### src/rtl/cache_mem_arbiter_pkg.sv
// Shared encodings for the cache/memory port arbiter.
package cache_mem_arbiter_pkg;

    typedef enum logic [1:0] {
        ARB_IDLE = 2'd0,
        ARB_ADDR = 2'd1,
        ARB_DATA = 2'd2,
        ARB_DONE = 2'd3
    } arb_state_t;

    typedef enum logic {
        OWN_INST = 1'b0,
        OWN_DATA = 1'b1
    } owner_t;

    localparam logic [1:0] SZ_BYTE = 2'd0;
    localparam logic [1:0] SZ_HALF = 2'd1;
    localparam logic [1:0] SZ_WORD = 2'd2;

endpackage

### src/rtl/cache_mem_arbiter_arb_grant2.sv
// Two-input picker: fixed data priority or round-robin against the last grant.
module arb_grant2
    import cache_mem_arbiter_pkg::*;
#(
    parameter bit DATA_FIRST = 1'b1
) (
    input  logic   req_i,
    input  logic   req_d,
    input  owner_t last_grant,
    output logic   grant_i,
    output logic   grant_d
);

    // Resolve a conflict by priority or by alternating away from the last owner.
    always_comb begin
        grant_i = 1'b0;
        grant_d = 1'b0;
        if (req_i && req_d) begin
            if (DATA_FIRST || (last_grant == OWN_INST)) begin
                grant_d = 1'b1;
            end else begin
                grant_i = 1'b1;
            end
        end else begin
            grant_i = req_i;
            grant_d = req_d;
        end
    end

endmodule

### src/rtl/cache_mem_arbiter.sv
// Shares one SRAM-like memory port between the instruction and data cache
// miss paths. One transaction at a time; completion is a one-cycle dok pulse
// with the read data already registered on the owner's rdata output.
module cache_mem_arbiter
    import cache_mem_arbiter_pkg::*;
#(
    parameter int unsigned ADDR_W     = 32,
    parameter int unsigned DATA_W     = 32,
    parameter bit          DATA_FIRST = 1'b1
) (
    input  logic              clk,
    input  logic              reset,

    input  logic              inst_cache_req,
    input  logic [ADDR_W-1:0] inst_cache_addr,
    output logic [DATA_W-1:0] inst_cache_rdata,
    output logic              inst_cache_dok,

    input  logic              data_cache_req,
    input  logic              data_cache_wr,
    input  logic [1:0]        data_cache_size,
    input  logic [ADDR_W-1:0] data_cache_addr,
    input  logic [DATA_W-1:0] data_cache_wdata,
    output logic [DATA_W-1:0] data_cache_rdata,
    output logic              data_cache_dok,

    output logic              mem_req,
    output logic              mem_wr,
    output logic [1:0]        mem_size,
    output logic [ADDR_W-1:0] mem_addr,
    output logic [DATA_W-1:0] mem_wdata,
    input  logic              mem_addr_ok,
    input  logic              mem_data_ok,
    input  logic [DATA_W-1:0] mem_rdata
);

    arb_state_t state;
    arb_state_t state_nxt;
    owner_t     owner;
    owner_t     last_grant;
    logic       grant_i;
    logic       grant_d;
    logic       capture;

    arb_grant2 #(
        .DATA_FIRST (DATA_FIRST)
    ) u_grant (
        .req_i      (inst_cache_req),
        .req_d      (data_cache_req),
        .last_grant (last_grant),
        .grant_i    (grant_i),
        .grant_d    (grant_d)
    );

    // Next-state logic; responses outside ADDR/DATA are ignored.
    always_comb begin
        state_nxt = state;
        case (state)
            ARB_IDLE: begin
                if (grant_i || grant_d) begin
                    state_nxt = ARB_ADDR;
                end
            end
            ARB_ADDR: begin
                if (mem_addr_ok) begin
                    state_nxt = mem_data_ok ? ARB_DONE : ARB_DATA;
                end
            end
            ARB_DATA: begin
                if (mem_data_ok) begin
                    state_nxt = ARB_DONE;
                end
            end
            ARB_DONE: begin
                state_nxt = ARB_IDLE;
            end
            default: begin
                state_nxt = ARB_IDLE;
            end
        endcase
    end

    // Read data is captured on data_ok, including the combined addr_ok+data_ok case.
    always_comb begin
        capture = 1'b0;
        if ((state == ARB_ADDR) && mem_addr_ok && mem_data_ok) begin
            capture = 1'b1;
        end else if ((state == ARB_DATA) && mem_data_ok) begin
            capture = 1'b1;
        end
    end

    // State register.
    always_ff @(posedge clk) begin
        if (reset) begin
            state <= ARB_IDLE;
        end else begin
            state <= state_nxt;
        end
    end

    // Memory-side request registers: loaded at grant, request dropped on addr_ok.
    always_ff @(posedge clk) begin
        if (reset) begin
            owner     <= OWN_INST;
            mem_req   <= 1'b0;
            mem_wr    <= 1'b0;
            mem_size  <= '0;
            mem_addr  <= '0;
            mem_wdata <= '0;
        end else begin
            case (state)
                ARB_IDLE: begin
                    if (grant_d) begin
                        owner     <= OWN_DATA;
                        mem_req   <= 1'b1;
                        mem_wr    <= data_cache_wr;
                        mem_size  <= data_cache_size;
                        mem_addr  <= data_cache_addr;
                        mem_wdata <= data_cache_wdata;
                    end else if (grant_i) begin
                        owner     <= OWN_INST;
                        mem_req   <= 1'b1;
                        mem_wr    <= 1'b0;
                        mem_size  <= SZ_WORD;
                        mem_addr  <= inst_cache_addr;
                        mem_wdata <= '0;
                    end
                end
                ARB_ADDR: begin
                    if (mem_addr_ok) begin
                        mem_req <= 1'b0;
                    end
                end
                default: begin
                end
            endcase
        end
    end

    // Completion: dok is high exactly in DONE, and only the owner's rdata is loaded.
    always_ff @(posedge clk) begin
        if (reset) begin
            inst_cache_dok   <= 1'b0;
            data_cache_dok   <= 1'b0;
            inst_cache_rdata <= '0;
            data_cache_rdata <= '0;
            last_grant       <= OWN_INST;
        end else begin
            inst_cache_dok <= 1'b0;
            data_cache_dok <= 1'b0;
            if (capture) begin
                if (owner == OWN_DATA) begin
                    data_cache_rdata <= mem_rdata;
                    data_cache_dok   <= 1'b1;
                end else begin
                    inst_cache_rdata <= mem_rdata;
                    inst_cache_dok   <= 1'b1;
                end
            end
            if (state == ARB_DONE) begin
                last_grant <= owner;
            end
        end
    end

endmodule
### config.mk
export PLATFORM = sky130hd
export DESIGN_NAME = cache_mem_arbiter
export DESIGN_NICKNAME = d
export VERILOG_FILES = /design/src/rtl/cache_mem_arbiter_pkg.sv /design/src/rtl/cache_mem_arbiter_arb_grant2.sv /design/src/rtl/cache_mem_arbiter.sv
export SDC_FILE = /design/constraint.sdc
export NUM_CORES = 1
export LEC_CHECK = 0
export CORE_AREA = 2 2 117 119
export CTS_BUF_LIST = sky130_fd_sc_hd__clkbuf_4 sky130_fd_sc_hd__clkbuf_8 sky130_fd_sc_hd__clkbuf_16
export DETAILED_ROUTE_END_ITERATION = 12
export DIE_AREA = 0 0 119 121
export PLACE_DENSITY = 0.88
export SLEW_MARGIN = 20
export SYNTH_ARGS = -nofsm -noshare
export SYNTH_HDL_FRONTEND = slang
export SYNTH_SLANG_ARGS = --single-unit
### constraint.sdc
create_clock -name clk -period 2.8 [get_ports clk]
set_clock_uncertainty 0.2 [all_clocks]
set_input_delay 0.42 -clock clk [delete_from_list [all_inputs] [get_ports clk]]
set_output_delay 0.42 -clock clk [all_outputs]
set_load 0.02 [all_outputs]
[Word level (Yosys, flattened, before mapping)]
Cells that the tools add are included.
Storage, ports and cells
  logic and storage cells: 58
  output and inout port bits: 134
  flip-flop bits (word level): 137
Cells by class
  reduce and logical (&&, ||, !) cells: 14
  multiplexer cells: 24
  eq/ne operators: 7
  bitwise gates (word level): 2
Operators by type and width (number)
  $mux 32: 4
  $mux 1: 13
  $mux 2: 5
  $pmux 2 s4: 1
  $ne 2x2->1 const B: 3
  $reduce_and 2->1: 3
  $reduce_and 3->1: 2
  $eq 2x2->1 const B: 2
  $logic_and 1x1->1: 4
  $reduce_bool 2->1: 2
  $ne 3x3->1 const B: 1
  $eq 2x1->1 const B: 1
  $logic_not 2->1: 1
  $not 1->1: 2
  $pmux 1 s2: 1
  $reduce_or 2->1: 1
  $logic_or 1x1->1: 1

[Depth between registers and ports, before layout]
Gate-level depths: netlist of the first run.
  depth in word-level cells: 6
  depth in mapped cells: 7
  gate-level depth less buffers: 5

[Hierarchy]
A second synthesis of the first run with hierarchy kept.
Unflattened totals
  cells, all modules: 585
  area total of the unflattened synthesis: 5693.0 µm²
Modules (own cells, without submodules)
  cache_mem_arbiter: sequential area each 2762.6 µm², cells an instance 583, area each 5683.0 µm², times used 1
  arb_grant2: sequential area each 0.0 µm², cells an instance 2, area each 10.0 µm², times used 1

[Least setup slack after synthesis of the first run]
OpenSTA, ideal clock, no wires.
  path type: flip-flop to flip-flop
  start point: reg state[1]
  end point: reg data_cache_rdata[10]
  path buffers: 2
  period minus slack after synthesis: 1.713 ns
  cell stages (with the launch flop): 8
  setup slack: 1.087 ns
  data required time: 2.528 ns
  arrival time: 1.441 ns
  cell sequence: dfxtp_1 -> inv_1 -> ha_1 -> a21oi_1 -> nand3b_1 -> buf_4 -> buf_6 -> mux2i_1
On the way
  word-level cells in the longest chain between the ends: 5
Ends and longest elaborated chain
  from (decl): RTL line cache_mem_arbiter.sv:37  | arb_state_t state;
  from (signal assigned): RTL line cache_mem_arbiter.sv:98  | state <= state_nxt;
  $eq 2x2->1 / $eq 2x1->1 (equally long branches): RTL line cache_mem_arbiter.sv:88, cache_mem_arbiter.sv:86
  $logic_and 1x1->1, on equally long branches: RTL line cache_mem_arbiter.sv:88, cache_mem_arbiter.sv:86
  $mux 1 / $logic_and 1x1->1 (equally long branches): RTL line cache_mem_arbiter.sv:88, cache_mem_arbiter.sv:86
  $mux 1 *: RTL line cache_mem_arbiter.sv:86  | if ((state == ARB_ADDR) && mem_addr_ok && mem_data_ok) begin
  $reduce_and 2->1 (no source line) *
  to (signal assigned): RTL line cache_mem_arbiter.sv:154  | data_cache_rdata <= mem_rdata;
  to (decl): RTL line cache_mem_arbiter.sv:24  | output logic [DATA_W-1:0] data_cache_rdata,
Mark *: on every way between the ends. The rest lies on a longest branch, timed or not.
A chain may end at the register's enable or synchronous reset.

[Worst setup path after layout of the first run]
  start point: reg mem_req
  end point: out mem_req
RTL lines
  from (decl): RTL line cache_mem_arbiter.sv:27  | output logic mem_req,
  from (signal assigned): RTL line cache_mem_arbiter.sv:106  | mem_req <= 1'b0;
  from (signal assigned): RTL line cache_mem_arbiter.sv:116  | mem_req <= 1'b1;
  from (signal assigned): RTL line cache_mem_arbiter.sv:123  | mem_req <= 1'b1;
No word-level cell between the ends.

==> results.toml, run 1 <==
[floorplan]
start_util = 0.431
row_count = 42
pin_count = 271
die_y_um = 121
core-area_mm2 = 0.0131
dieWidth_um = 119
die_area_mm2 = 0.0144

[routing]
wl_per_cell_um = 15.2
dr.pass1.iters = 4
vias = 4943
routed_wl_mm = 15.4
drt_iter0_drc = 225
ant_nets = 0
drc = 0
vias_per_cell = 4.86

[cts]
cts_tree = "yes"
ctsRootBufferMaster = "clkbuf_16"
numCtsBuffers = 17
clk_latency_ns = 0.41
path_clk_slew_ns = 0.05
cts_sinks = 137
cts.htree.levels = 4
post_cts_buffers = 0
post_cts_resized = 0
clockBufferDepth = 2
postCtsHoldBufs = 0

[final_layout]
multi_input_area_mm2 = 0.00263
layout_common_cells = "268 x clkdlybuf4s50_1, 137 x dfxtp_1, 99 x nand2b_1, 96 x mux2i_1, 39 x a21oi_1"
seqCellArea_mm2 = 0.00274
area_growth_pct = 58.7
nets = 972
final.fill_count = 1024
drive_gt1_frac = 0.0571
num_antenna_cells = 0
layout_commonest_cell = "clkdlybuf4s50_1"

[worst_hold_path]
hold_path_class = "in -> reg"
hold_path_depth = 3

[power]
p_sw_uw = 2460
swShare = 0.337
clkPwrFrac = 0.271
p_comb_frac = 0.378
ir_drop_mv = 0.594
sequentialPowerShare = 0.350
p_int_uw = 4830
power.density_mw_per_mm2 = 816
leakagePower_uw = 0.00350

[synthesis]
synthXorXnorAreaFrac = 0
ys_ff_latch = 137
synth-simple-area-share = 0.198
yosysTopAreaCell = "dfxtp_1"
yosysWarnings = 0
synth_compound_area_frac = 0.0888
syn-num-nets = 719
yosys.area_share.adder = 0.00888
synth.area.top_cells = "dfxtp_1 49%, mux2i_1 17%, nand2b_1 11%"
netlist_instances = 578
yosys.cell_types.count = 27
synth_top_family_by_area = "simple AND/OR/NAND/NOR gates"
synth_top_cell_area_share = 0.487
synth.avg_cell_area_um2 = 9.75
ys_seq_area_frac = 0.487
syn_area_mm2 = 0.00563
synth.area.mux_share = 0.171

[global_route]
grt_pass1_vias = 4839
grt_max_degree = 95
gr-usage-met3 = 0.0639
grt_antenna_before_repair = 0
overflow = 0
grt_use_total = 0.213
grt.busiest_layer = "met2"
grt_pass1_wl_mm = 24.2
grtUsageMet2 = 0.387
grtUsageMet1 = 0.230

[setup_path]
rrSetupSlack_ns = 0.79
cp.arrival_ns = 1.43
path_cells = "clkdlybuf4s50_1"
cp_max_fo = 3
path_class = "reg -> out"
cpMaxStageDelayCell = "clkdlybuf4s50_1"
crit_end = "mem_req"
crit_cells = 1
start_kind = "register"
required_ns = 2.18
reg2regPathDepth = 6
cp_num_buf_inv = 1
startpoint = "mem_req$_SDFFE_PP0P_"
critPathCaptureType = "primary output"
critPathMaxStageDelay_ns = 0.64
crit_family = "buffers and inverters"
rr_startpoint = "state[1]$_SDFFE_PP0P_"
worstReg2RegEnd = "data_cache_rdata[24]$_SDFFE_PP0P_"

[place]
portBuffers = 270
dpl.hpwl_mm = 11.3
gp_congestion = 0.795
dpl_worst_slack_ns = 0.615

[sta]
fmax_mhz = 488
min_period_ns = 2.05
maxSlewHeadroom = 0.716
rsz0062_at_grt = "false"
worst_pin_slew_ns = 0.426
timing.final.setup_violations = 0
tns_ns = 0
slew_viol_final = 0
setup_ws_ns = 0.750
hold_viol_final = 0
fin_crit_sh = 0.732

[outcome]
status = "complete, no violations"

[run]
maxCapViolations = 0
==> through the flow <==
| step | cells | area [um^2] | hold WS [ns] | utilization | total power, uW |
|---|---|---|---|---|---|
| final | 1017 | 8940 | 0.201 | 0.683 | 7290 |
| after global routing | 1017 | 8940 | 0.217 | 0.683 | 7690 |
| after CTS | 1017 | 8940 | 0.177 | 0.683 | 7360 |
| after detailed placement | 988 | 8420 | 0.244 | 0.643 | 5360 |
| after global placement | 988 | 8420 | 0.238 | 0.643 | 5300 |
| after floorplan | 578 | 5630 | 0.244 | - | 4170 |
==> layout make-up <==
type | count | share of cell area
Multi-Input combinational cell | 392 | 0.294
Clock buffer | 25 | 0.0564
Tap cell | 176 | 0.0246
Timing Repair Buffer | 281 | 0.315
Clock inverter | 4 | 0.00224
Sequential cell | 137 | 0.307
Inverter | 2 | 0.000840
==> cells by family after synthesis <==
family	after synthesis
adders and majority gates	4
muxes	96
DFF	137
buffers and inverters	49
and+or+nand+nor	213
AOI/OAI and AO/OA	79
==> cell usage after synthesis <==
library cell / instances
dfxtp_1: 137
nand2b_1: 99
mux2i_1: 96
a21oi_1: 39
nand2_1: 38
nand3_1: 35
nor2_1: 34
a211oi_1: 32
buf_2: 20
clkbuf_1: 16
buf_4: 7
buf_6: 4
ha_1: 4
inv_1: 2
nand3b_1: 2
o21ai_0: 2
a311oi_2: 1
a31o_2: 1
a31oi_1: 1
and3_1: 1
nand4_1: 1
nor2_2: 1
nor3_1: 1
o21a_1: 1
o21ai_2: 1
o311ai_0: 1
or3b_4: 1
==> how the worst min path moves through the flow <==
stage                                           from                    endpoint  slack (ns)
after floorplan                   owner$_SDFFE_PP0P_          owner$_SDFFE_PP0P_        0.24
after global placement    mem_wdata[21]$_SDFFE_PP0P_  mem_wdata[21]$_SDFFE_PP0P_        0.24
after detailed placement  mem_wdata[22]$_SDFFE_PP0P_  mem_wdata[22]$_SDFFE_PP0P_        0.24
after CTS                             data_cache_req          owner$_SDFFE_PP0P_        0.18
after global routing                  data_cache_req          owner$_SDFFE_PP0P_        0.22
final                                 data_cache_req          owner$_SDFFE_PP0P_        0.20
==> routing by layer <==
| metal | share of wire | vias to the layer above | wire, um |
|---|---|---|---|
| li1 | - | 2486 | - |
| met1 | 0.39 | 2251 | 6060 |
| met2 | 0.52 | 171 | 8060 |
| met3 | 0.058 | 35 | 895 |
| met4 | 0.027 | 0 | 409 |
| met5 | 0 | - | 0 |
==> power by group through the flow <==
stage	combinational, uW	sequential (uW)	clock, uW
detailed placement	2760	2590	0
global route	2980	2600	2120
floorplan	1140	3020	0
CTS	2780	2560	2020
global placement	2730	2570	0
finish	2760	2560	1980
==> sequential cells by signal, indices dropped and copies added (netlist names) <==
| name | flops |
|---|---|
| mem_wdata | 32 |
| state | 2 |
| data_cache_dok | 1 |
| mem_size | 2 |
| owner | 1 |
| data_cache_rdata | 32 |
| mem_addr | 32 |
| inst_cache_dok | 1 |
| mem_wr | 1 |
| mem_req | 1 |
| inst_cache_rdata | 32 |
Power figures use the tool's default switching activity.
==> run 2: changes to the inputs <==
CORE_AREA = 2 2 121 123   (was 2 2 117 119)
DIE_AREA = 0 0 123 125   (was 0 0 119 121)
PLACE_DENSITY = 0.83   (was 0.88)
clock period = 2 ns   (was 2.8 ns; I/O delays follow)
==> results.toml, run 2 (synthesis gave the netlist of run 1 again) <==
[sta]
fin_crit_sh = 0.951
rsz0062_at_grt = "false"
timing.final.setup_violations = 0
holdWs_ns = 0.0300
slew_viol_final = 0
tns_ns = 0
hold_viol_final = 0
worst_pin_slew_ns = 0.425
setup_ws_ns = 0.0976
min_period_ns = 1.90
maxSlewHeadroom = 0.717
fmax_mhz = 526

[place]
place_area_mm2 = 0.00850
gp_congestion = 0.808
dpl_worst_slack_ns = 0.100
dpl.hpwl_mm = 10.8
portBuffers = 270

[worst_hold_path]
hold_path_depth = 3
min_from = "data_cache_req"
hold_path_class = "in -> reg"

[cts]
path_clk_slew_ns = 0.06
clk_latency_ns = 0.41
cts_sinks = 137
ctsRootBufferMaster = "clkbuf_16"
cts.htree.levels = 4
cts_tree = "yes"
postCtsHoldBufs = 0
numCtsBuffers = 17
clockBufferDepth = 2

[final_layout]
nets = 973
num_antenna_cells = 0
drive_gt1_frac = 0.0627
layout_commonest_cell = "clkdlybuf4s50_1"
area_growth_pct = 61.9
layout_common_cells = "268 x clkdlybuf4s50_1, 136 x dfxtp_1, 99 x nand2b_1, 96 x mux2i_1, 39 x a21oi_1"
final_area_mm2 = 0.00912

[setup_path]
startpoint = "inst_cache_rdata[3]$_SDFFE_PP0P_"
crit_family = "buffers and inverters"
critPathCaptureType = "primary output"
reg2regPathDepth = 6
cp_num_buf_inv = 1
cpMaxStageDelayCell = "clkdlybuf4s50_1"
start_kind = "register"
critPathMaxStageDelay_ns = 0.66
path_cells = "clkdlybuf4s50_1"
crit_cells = 1
required_ns = 1.50
path_class = "reg -> out"
rr_startpoint = "state[1]$_SDFFE_PP0P_"
rrSetupSlack_ns = 0.12
cp_max_fo = 2
cp.arrival_ns = 1.40

[routing]
dr.pass1.iters = 6
ant_nets = 0
drt_iter0_drc = 221
routed_wl_mm = 15.2
drc = 0
vias = 4924
wl_per_cell_um = 14.8
vias_per_cell = 4.79

[power]
p_total_uw = 10800
leakagePower_uw = 0.00356
ir_drop_mv = 0.808
power.density_mw_per_mm2 = 1180

[floorplan]
start_util = 0.397
die_y_um = 125
row_count = 44
die_area_mm2 = 0.0154
dieWidth_um = 123
pin_count = 271
core-area_mm2 = 0.0142

[global_route]
grt_use_total = 0.199
grt_pass1_vias = 4794
grt_antenna_before_repair = 0
grt_pass1_wl_mm = 24.2
grt_max_degree = 106
overflow = 0

[run]
maxCapViolations = 0

[outcome]
status = "complete, no violations"
==> run 2: per-layer routing <==
layer	GRT usage	vias to the layer above	share of wire	routed length [um]
li1	-	2484	-	-
met1	0.228	2247	0.41	6300
met2	0.345	162	0.50	7660
met3	0.0538	31	0.056	850
met4	0.0876	0	0.029	438
met5	0	-	0	0
==> run 2: per-stage QoR <==
stage                      util  instances
after floorplan               -        578
after global placement    0.598        997
after detailed placement  0.598        997
after CTS                 0.642       1029
after global routing      0.642       1029
final                     0.642       1029
==> run 2: worst paths after layout <==
check | endpoint
worst max-delay path | inst_cache_rdata[3]
worst min-delay path | owner$_SDFFE_PP0P_
worst min register to register | mem_wdata[8]$_SDFFE_PP0P_
worst max register to register | data_cache_rdata[10]$_SDFFE_PP0P_
==> run 2: area by class of cell <==
cell class | count | area (um^2)
fill | 1146 | 5080
timing repair buffer | 282 | 2890
sequential | 137 | 2740
multi-input combinational | 392 | 2630
clock buffer | 22 | 482
tap | 184 | 230
clock inverter | 10 | 141
inverter | 2 | 7.51
==> run 2: power by group <==
| group | total (uW) | internal (uW) | switching, uW |
|---|---|---|---|
| Combinational | 3990 | 1880 | 2110 |
| Sequential | 3570 | 3280 | 285 |
| Clock | 3240 | 2090 | 1150 |
==> run 2: timing repair <==
action | in CTS | in global routing
buffers inserted | 0 | 0
gates resized for setup | 0 | 1
endpoints found under the setup margin | 0 | 2
==> run 3: changes to the inputs <==
--- a/config.mk
+++ b/config.mk
@@ -8,4 +8,5 @@
 export CORE_AREA = 2 2 121 123
 export CTS_BUF_LIST = sky130_fd_sc_hd__clkbuf_4 sky130_fd_sc_hd__clkbuf_8 sky130_fd_sc_hd__clkbuf_16
+export CTS_CLUSTER_DIAMETER = 150
 export DETAILED_ROUTE_END_ITERATION = 12
 export DIE_AREA = 0 0 123 125
==> constraint.sdc (replaced) <==
create_clock -name clk -period 2 [get_ports clk]
set_clock_uncertainty 0.2 [all_clocks]
set_input_delay 0.3 -clock clk [delete_from_list [all_inputs] [get_ports clk]]
set_output_delay 0.3 -clock clk [all_outputs]
set_load 0.05 [all_outputs]
==> results.toml, run 3 (synthesis gave the netlist of run 1 again) <==
[outcome]
status = "complete, no violations"

[global_route]
grt_pass1_wl_mm = 23.7
grt_use_total = 0.196
grt_antenna_before_repair = 1
grt_pass1_vias = 4822
overflow = 0
grt_max_degree = 80

[final_layout]
area_growth_pct = 58.0
layout_common_cells = "137 x dfxtp_1, 134 x clkdlybuf4s50_1, 99 x nand2b_1, 96 x mux2i_1, 76 x buf_4"
nets = 972
final_util = 0.627
layout_commonest_cell = "dfxtp_1"
drive_gt1_frac = 0.147
final.fill_count = 1216
layout.cells.non_filler = 1029

[sta]
slew_viol_final = 0
fmax_mhz = 540
holdWs_ns = 0.0451
hold_viol_final = 0
min_period_ns = 1.85
worst_pin_slew_ns = 0.509
rsz0062_at_grt = "false"
maxSlewHeadroom = 0.662
timing.final.setup_violations = 0
tns_ns = 0
fin_crit_sh = 0.927

[floorplan]
pin_count = 271
core-area_mm2 = 0.0142
die_y_um = 125
start_util = 0.397
dieWidth_um = 123
die_area_mm2 = 0.0154
row_count = 44

[place]
dpl.hpwl_mm = 10.8
portBuffers = 270
place_inst = 996
gp_congestion = 0.803

[routing]
vias = 4904
ant_nets = 0
drc = 0
vias_per_cell = 4.77
dr.pass1.iters = 4
wl_per_cell_um = 14.6
drt_iter0_drc = 181
routed_wl_mm = 15.0

[power]
p_total_uw = 11900
ir_drop_mv = 0.714
leakagePower_uw = 0.00399
power.density_mw_per_mm2 = 1340

[setup_path]
required_ns = 2.14
critPathCaptureType = "register"
start_kind = "register"
cp.arrival_ns = 1.99
cp_max_fo = 32
path_class = "reg -> reg"

[cts]
clk_latency_ns = 0.42
cts.htree.levels = 4
numCtsBuffers = 17
path_clk_slew_ns = 0.06
postCtsHoldBufs = 0
clockBufferDepth = 2
ctsRootBufferMaster = "clkbuf_16"
cts_tree = "yes"
cts_sinks = 137

[run]
maxCapViolations = 0

[worst_hold_path]
hold_path_class = "in -> reg"
[run 3: cell types whose count changed in the layout (fill, tap and decap cells not counted), moves of 2 or more]
cell             previous run  this run
buf_4                       5        76
bufinv_16                   3         5
clkdlybuf4s50_1           268       134
clkinv_2                    2         4
clkinvlp_4                  2         0
dlygate4sd2_1               0        61
[run 3: area by class of cell]
| type | instances | area (um^2) | area share |
|---|---|---|---|
| antenna | 1 | 2.50 | 0.000281 |
| clock buffer | 20 | 460 | 0.0517 |
| clock inverter | 12 | 196 | 0.0221 |
| inverter | 2 | 7.51 | 0.000843 |
| multi-input combinational | 392 | 2630 | 0.296 |
| sequential | 137 | 2740 | 0.308 |
| tap | 184 | 230 | 0.0259 |
| timing repair buffer | 281 | 2630 | 0.296 |
[run 3: worst max-delay path: stages (launching register included)]
cell	delay, ns
dfxtp_1	0.33
inv_1	0.12
ha_1	0.26
a21oi_1	0.10
buf_4	0.15
nor2_4	0.11
buf_12	0.24
mux2i_1	0.24
[run 3: metrics by stage]
stage | setup slack [ns] | instance area [um^2]
CTS | 0.140 | 8900
floorplan | 0.287 | 5630
global route | 0.0249 | 8900
finish | 0.147 | 8900
detailed placement | 0.0923 | 8320
global placement | 0.133 | 8320
[run 3: what timing repair did]
action                                 in CTS  in global routing
gates resized for setup                    61                  0
endpoints found under the hold margin       0                  0
setup endpoints to repair                  61                  0
setup buffers                               0                  0
[run 3: metal layers]
metal	up-vias	global-route usage	share of wire
met3	33	0.0538	0.064
met2	153	0.341	0.51
li1	2484	-	-
met1	2234	0.221	0.40
met5	-	0	0
met4	0	0.0916	0.029
[run 3: where the power goes]
| part | leakage [uW] | total (uW) | internal, uW | switching, uW |
|---|---|---|---|---|
| Sequential | 0.00112 | 3570 | 3280 | 285 |
| Combinational | 0.00254 | 4870 | 1630 | 3250 |
| Clock | 0.000327 | 3460 | 2290 | 1170 |
[run 3: path summary, 6_finish.rpt]
| kind | cells after the start | slack [ns] | to | startpoint |
|---|---|---|---|---|
| max | 7 | 0.15 | inst_cache_rdata[16]$_SDFFE_PP0P_ | state[1]$_SDFFE_PP0P_ |
| min | 3 | 0.05 | owner$_SDFFE_PP0P_ | data_cache_req |
| max reg2reg | 7 | 0.15 | inst_cache_rdata[16]$_SDFFE_PP0P_ | state[1]$_SDFFE_PP0P_ |
| min reg2reg | 2 | 0.25 | mem_wdata[18]$_SDFFE_PP0P_ | mem_wdata[18]$_SDFFE_PP0P_ |
